### src/rtl/alu_seq.sv
// Registered ALU with start/busy/done handshake: single-cycle arithmetic and logic,
// iterative shift/rotate and shift-add multiply, optional carry chaining via the stored carry flag.
module alu_seq #(
    parameter int WIDTH         = 64,
    parameter bit CIN_FROM_FLAG = 1'b0
) (
    input  logic             clk,
    input  logic             rst,
    input  logic             start,
    input  logic [3:0]       op,
    input  logic [WIDTH-1:0] a,
    input  logic [WIDTH-1:0] b,
    input  logic             cin,
    output logic             busy,
    output logic             done,
    output logic [WIDTH-1:0] o,
    output logic             cout,
    output logic             oflow,
    output logic             ntive,
    output logic             zero
);

    localparam int SW = $clog2(WIDTH);
    localparam int CW = SW + 1;

    typedef enum logic {IDLE, RUN} state_t;

    state_t           state, state_n;
    logic [3:0]       op_r, op_r_n;
    logic [WIDTH-1:0] acc, acc_n;
    logic [WIDTH-1:0] lo, lo_n;
    logic [WIDTH-1:0] mcand, mcand_n;
    logic [CW-1:0]    cnt, cnt_n;
    logic [WIDTH-1:0] o_n;
    logic             cout_n, oflow_n, ntive_n, zero_n, done_n;

    logic             c;
    logic [WIDTH:0]   ax, bx, r;
    logic [SW-1:0]    k;
    logic [WIDTH-1:0] s_o;
    logic             s_c, s_v, s_n, s_z;
    logic [WIDTH-1:0] step_acc;
    logic             step_bit;
    logic [WIDTH:0]   madd;
    logic [WIDTH-1:0] fin_o;
    logic             fin_c;

    assign c    = CIN_FROM_FLAG ? cout : cin;
    assign ax   = {1'b0, a};
    assign bx   = {1'b0, b};
    assign k    = b[SW-1:0];
    assign busy = (state == RUN);

    // Single-cycle datapath; shift/rotate ops reach here only with k=0 and pass A through.
    always_comb begin
        r = ax;
        case (op)
            4'h1: r = bx;
            4'h2: r = ax + bx;
            4'h3: r = ax + bx + {{WIDTH{1'b0}}, c};
            4'h4: r = ax - bx;
            4'h5: r = ax - bx + {{WIDTH{1'b0}}, c};
            4'h6: r = bx - ax;
            4'h7: r = bx - ax + {{WIDTH{1'b0}}, c};
            4'h8: r = ax - bx;
            4'h9: r = {1'b0, a & b};
            4'hA: r = {1'b0, a | b};
            4'hB: r = {1'b0, a ^ b};
            default: r = ax;
        endcase

        s_v = 1'b0;
        case (op)
            4'h2, 4'h3:       s_v = (a[WIDTH-1] == b[WIDTH-1]) && (r[WIDTH-1] != a[WIDTH-1]);
            4'h4, 4'h5, 4'h8: s_v = (a[WIDTH-1] != b[WIDTH-1]) && (r[WIDTH-1] != a[WIDTH-1]);
            4'h6, 4'h7:       s_v = (a[WIDTH-1] != b[WIDTH-1]) && (r[WIDTH-1] != b[WIDTH-1]);
            default:          s_v = 1'b0;
        endcase

        s_c = (op >= 4'h2 && op <= 4'h8) ? r[WIDTH] : 1'b0;
        if (op == 4'h8) begin
            s_o = '0;
            s_n = (a < b);
            s_z = (a == b);
        end else begin
            s_o = r[WIDTH-1:0];
            s_n = r[WIDTH-1];
            s_z = (r[WIDTH-1:0] == '0);
        end
    end

    // One iteration of the latched multi-cycle op; the MUL product accumulates in {acc, lo}.
    always_comb begin
        step_acc = acc;
        step_bit = 1'b0;
        case (op_r)
            4'hC: begin
                step_acc = {acc[WIDTH-2:0], 1'b0};
                step_bit = acc[WIDTH-1];
            end
            4'hD: begin
                step_acc = {1'b0, acc[WIDTH-1:1]};
                step_bit = acc[0];
            end
            4'hE: begin
                step_acc = {acc[WIDTH-2:0], acc[WIDTH-1]};
                step_bit = acc[WIDTH-1];
            end
            default: begin
                step_acc = acc;
                step_bit = 1'b0;
            end
        endcase
        madd = {1'b0, acc} + (lo[0] ? {1'b0, mcand} : '0);
    end

    // Next-state and output-register logic; outputs only move together with done.
    always_comb begin
        state_n = state;
        op_r_n  = op_r;
        acc_n   = acc;
        lo_n    = lo;
        mcand_n = mcand;
        cnt_n   = cnt;
        o_n     = o;
        cout_n  = cout;
        oflow_n = oflow;
        ntive_n = ntive;
        zero_n  = zero;
        done_n  = 1'b0;
        fin_o   = '0;
        fin_c   = 1'b0;

        case (state)
            IDLE: begin
                if (start) begin
                    if (op == 4'hF) begin
                        state_n = RUN;
                        op_r_n  = op;
                        acc_n   = '0;
                        lo_n    = b;
                        mcand_n = a;
                        cnt_n   = CW'(WIDTH);
                    end else if (op >= 4'hC && k != '0) begin
                        state_n = RUN;
                        op_r_n  = op;
                        acc_n   = a;
                        cnt_n   = {1'b0, k};
                    end else begin
                        o_n     = s_o;
                        cout_n  = s_c;
                        oflow_n = s_v;
                        ntive_n = s_n;
                        zero_n  = s_z;
                        done_n  = 1'b1;
                    end
                end
            end
            RUN: begin
                cnt_n = cnt - CW'(1);
                if (op_r == 4'hF) begin
                    acc_n = madd[WIDTH:1];
                    lo_n  = {madd[0], lo[WIDTH-1:1]};
                    fin_o = {madd[0], lo[WIDTH-1:1]};
                    fin_c = |madd[WIDTH:1];
                end else begin
                    acc_n = step_acc;
                    fin_o = step_acc;
                    fin_c = step_bit;
                end
                if (cnt == CW'(1)) begin
                    state_n = IDLE;
                    done_n  = 1'b1;
                    o_n     = fin_o;
                    cout_n  = fin_c;
                    oflow_n = (op_r == 4'hF) ? fin_c : 1'b0;
                    ntive_n = fin_o[WIDTH-1];
                    zero_n  = (fin_o == '0);
                end
            end
            default: state_n = IDLE;
        endcase
    end

    // State register; reset aborts any operation in flight.
    always_ff @(posedge clk or posedge rst) begin
        if (rst) begin
            state <= IDLE;
            op_r  <= '0;
            acc   <= '0;
            lo    <= '0;
            mcand <= '0;
            cnt   <= '0;
            o     <= '0;
            cout  <= 1'b0;
            oflow <= 1'b0;
            ntive <= 1'b0;
            zero  <= 1'b0;
            done  <= 1'b0;
        end else begin
            state <= state_n;
            op_r  <= op_r_n;
            acc   <= acc_n;
            lo    <= lo_n;
            mcand <= mcand_n;
            cnt   <= cnt_n;
            o     <= o_n;
            cout  <= cout_n;
            oflow <= oflow_n;
            ntive <= ntive_n;
            zero  <= zero_n;
            done  <= done_n;
        end
    end

endmodule
### config.mk
export PLATFORM = sky130hd
export DESIGN_NAME = alu_seq
export DESIGN_NICKNAME = d
export VERILOG_FILES = /design/src/rtl/alu_seq.sv
export SDC_FILE = /design/constraint.sdc
export NUM_CORES = 2
export LEC_CHECK = 0
export BUFFER_PORTS_ARGS = -buffer_cell sky130_fd_sc_hd__buf_2
export CAP_MARGIN = 20
export CORE_ASPECT_RATIO = 1.1
export CORE_UTILIZATION = 65
export DETAILED_ROUTE_END_ITERATION = 6
export GPL_TIMING_DRIVEN = 0
export PLACE_DENSITY = 0.84
export SYNTH_ARGS = -nofsm -noshare
export SYNTH_HDL_FRONTEND = slang
export SYNTH_SLANG_ARGS = --single-unit
### constraint.sdc
create_clock -name clk -period 11.4 [get_ports clk]
set_input_delay 2.28 -clock clk [delete_from_list [all_inputs] [get_ports clk]]
set_output_delay 2.28 -clock clk [all_outputs]
set_load 0.01 [all_outputs]
==> results.cfg, run 1 <==
[cts]
htreeDepth = 1
hold_buffers = 0
numCtsBuffers = 26
ctsResizeCount = 0
clk_path_buf_depth = 3
cts.sinks = 273
ctsRootBufferMaster = clkbuf_16
postCtsSetupBuffers = 0

[floorplanning]
start_util_pct = 66.25
ios = 206
die_w_um = 243.3
die_height_um = 267.4
core.rowCount = 96

[synth]
ys_seq_area_share_pct = 16.42
synth_area_leader_cell = dfrtp_1
post-synth-top-area-fraction_pct = 16.42
synth_area_leaders = dfrtp_1, ha_1, a21oi_1
synth_edf_count = 0
syn_area_um2 = 41620
async_flop_share_pct = 100.0
synth_cells = 5781
synth_ff_type = dfrtp_1
syn_nets = 6261
yosysWarnings = 0
synth_seq_cells = 273
yosysUniqueCellTypes = 122
synth_area_per_cell_um2 = 7.199

[place]
dpl_cell_area_um2 = 43830
placedCellCount = 6830
port_buffers = 203
place_congestion = 1.410
hpwlAfterDp_um = 189900

[grt]
grt_pass1_wl_um = 385000
grt_max_degree = 116
grt_pass1_vias = 56210
grt_usage_pct = 78.85
overflow = 1067

[run_status]
haltStage = 5_1_grt
status = did not finish
stop_error = [ERROR GRT-0116] Global routing finished with congestion. Check the congestion regions in the DRC Viewer.
## cells by family after synthesis
logic type      count (synthesis)  synth area share (%)
compound gates               2243                 36.66
simple gates                 1955                 22.88
mux                           201                 5.063
fa+ha+maj                     344                 10.41
flops                         273                 16.42
xor+xnor                      118                 2.483
buf+inv                       647                 6.079
## layer usage
layer / overflow / GRT usage [%]
met5: 4 / 25.72
met4: 324 / 75.83
met3: 42 / 60.90
met2: 650 / 95.79
met1: 47 / 81.82
## cells in the mapped netlist (106+ instances only)
library cell and n:
a21oi_1 543, mux2i_1 125, a221oi_1 106, inv_1 254, o21ai_0 431, dfrtp_1 273
nor3_1 123, ha_1 340, clkbuf_1 274, nor2_1 558, nand2_1 556, nand3_1 135
## per-stage QoR
stage	utilization [%]	hold WS, ns	setup slack (ns)	TNS (ns)
CTS	71.21	0.4957	1.890	0
detailed placement	69.78	0.4766	1.340	0
global placement	69.52	0.4636	-1.143	-304.53
floorplan	-	0.4484	1.596	0
==> inputs of run 2 (changes only) <==
Settings changed: CORE_ASPECT_RATIO 1.1 to default, CORE_UTILIZATION 65 to 40, PLACE_DENSITY 0.84 to default, PLACE_DENSITY_LB_ADDON from default to 0.15.
==> results.cfg, run 2 <==
[run_status]
status = finished, violations left
violations = DRC

[cts]
clk_path_buf_depth = 3
numCtsBuffers = 27
cts_tree = yes
cts.sinks = 273
htreeDepth = 1
ctsResizeCount = 0
ctsRootBufferMaster = clkbuf_16
clock_latency_ns = 0.60
hold_buffers = 0
postCtsSetupBuffers = 0
clkSlewWorstSetupHoldPaths_ns = 0.07

[cells_and_area]
layout_common_cells = nor2_1, nand2_1, a21oi_1
syn2layout_area_growth_pct = 11.02
drive_gt1_share_pct = 9.838
mostFrequentLayoutCell = nor2_1
fillers = 10950
post-route-util_pct = 45.09
final_nets = 6569

[synth]
synth_ff_type = dfrtp_1
syn_area_um2 = 41620
synth-adder-area-share_pct = 10.41
async_flop_share_pct = 100.0
synth_cells = 5781
syn_nets = 6261
synth_top_family_by_area = compound AO/OA/AOI/OAI gates
synth_area_per_cell_um2 = 7.199
synth_seq_cells = 273
ys_seq_area_share_pct = 16.42
synth_area_leaders = dfrtp_1, ha_1, a21oi_1
synth_compound_area_share_pct = 36.66
ys_top_cells_by_count = nor2_1, nand2_1, a21oi_1
synth_edf_count = 0
yosysWarnings = 0
synth_simple_gate_area_share_pct = 22.88
synth_area_leader_cell = dfrtp_1
yosysUniqueCellTypes = 122
muxShareOfSynthArea_pct = 5.063
post-synth-top-area-fraction_pct = 16.42
yosys.cell_count.top_type = nor2_1
synth_xor_area_share_pct = 2.483

[timing]
max-slew-margin-rel_pct = 6.073
fmax_mhz = 92.94
finalHoldViolations = 0
rsz0062_at_grt = false
finalMaxSlewViolations = 0
min_period_over_period_pct = 94.38
worst_pin_slew_ns = 1.409
finalCriticalPeriod_ns = 10.76
hold_slack_ns = 0.4820
fin_ws_ns = 0.6406
fin_skew_ns = 0.01606
setup_viol = 0

[grt]
grt_usage_pct = 52.94
overflow = 0
antenna_found_initial = 17
grt_pass1_wl_um = 397500
grt_max_degree = 117
grt_pass1_vias = 50090

[routing]
vias = 55300
drt-wirelength-per-cell_um = 38.99
drt_iter0_markers = 9532
drc_errors = 3
wirelength_um = 292000
first_pass_iters = 7
viasPerCell = 7.384
final_antenna_net_count = 0

[floorplanning]
core.rowCount = 117
die_height_um = 324.6
coreArea_um2 = 102500
die_area_um2 = 105300
start_util_pct = 40.61
ios = 206
die_w_um = 324.6

[power]
irDropWorstVdd_mv = 0.1483
power_density_nw_per_um2 = 182.0
p_total_mw = 8.411
power_leakage_nw = 19.54

[critical_path]
start_kind = input port
rr_startpoint = lo[0]
critical_path.cell_chain = buf_2 -> nand4bb_1 -> clkbuf_1 -> clkbuf_1 -> buf_1 -> clkbuf_1 -> buf_8 -> clkbuf_1 -> clkbuf_1 -> o221ai_1 -> a22oi_1 -> a2111o_1 -> nor4_4 -> a311o_1 -> a32oi_1 -> xnor2_1 -> o211ai_1 -> o221a_2
crit_start = op[1]
slowest_stage = clkbuf_1
cp_data_arrival_time_ns = 11.30
slowest_delay_ns = 1.00
critical_path_class = in -> reg
worstPathRequired_ns = 11.94
crit_top_cell = clkbuf_1
critical_path.endpoint_type = flip-flop
path_max_fanout = 10

[min_path]
hold_class = reg -> reg
hold_start = o[56]

[place]
pre_cts_slack_ns = 1.174
hpwlAfterDp_um = 235600
place_congestion = 1.179
port_buffers = 203

[flow_run]
drv_cap = 0
==> run 2: cell counts after synthesis <==
Identical to the previous run, type by type.
==> run 2: through the flow <==
stage	area, µm²	setup TNS (ns)	std cells
CTS	45790	0	7447
detailed placement	44920	0	7398
finish	46200	0	7490
global route	46170	0	7478
global placement	44340	-559.14	7352
floorplan	41620	0	5781
==> run 2: power by group <==
group	internal, mW	switching (mW)	leakage [nW]
logic	1.72	3.90	15.6
clock network	0.497	0.456	0.425
registers	1.37	0.458	3.47
==> run 2: kinds of logic (layout without fill, tap and decap cells) <==
kind of cell / count (synthesis) / in the layout
buffers and inverters: 647 / 975
AND/OR/NAND/NOR: 1955 / 1955
XOR/XNOR: 118 / 118
multiplexers: 201 / 201
flip-flops: 273 / 273
other: 0 / 13
adder cells (fa/ha/maj): 344 / 344
AO/OA/AOI/OAI: 2243 / 2243
==> run 2: cell type report <==
| cell class | instances | area, µm² | share of cell area [%] |
|---|---|---|---|
| multi-input combinational | 4861 | 32280 | 69.87 |
| sequential | 273 | 6832 | 14.79 |
| timing repair buffer | 279 | 1934 | 4.187 |
| tap | 1368 | 1712 | 3.705 |
| buffer | 381 | 1536 | 3.325 |
| inverter | 266 | 1006 | 2.177 |
| clock buffer | 33 | 718.2 | 1.554 |
| clock inverter | 16 | 148.9 | 0.3222 |
| antenna | 13 | 32.53 | 0.07041 |
==> run 2: worst paths after layout <==
check / slack [ns] / depth (start not counted) / end
max: 0.64 / 18 / oflow
min: 0.48 / 2 / o[56]
max reg2reg: 3.49 / 22 / cout
min reg2reg: 0.48 / 2 / o[56]
max in group asynchronous: 8.70 / 3 / o[61]
min in group asynchronous: 1.67 / 2 / done
==> run 2: routing by layer <==
| layer | vias up | track usage (%) | wire, µm |
|---|---|---|---|
| met5 | - | 1.313 | 264 |
| met4 | 18 | 44.22 | 32090 |
| met3 | 1505 | 22.84 | 43870 |
| met2 | 4845 | 71.27 | 109800 |
| met1 | 26480 | 64.20 | 106000 |
| li1 | 22460 | - | - |
==> run 2: worst max-delay path: cells and delay by family <==
family                 cells  cell delay (ns)
buffers and inverters      8             5.48
AO/OA/AOI/OAI              7             3.10
XOR/XNOR                   1             0.16
AND/OR/NAND/NOR            2             0.23
No activity file was read; power rests on OpenSTA's default activity.
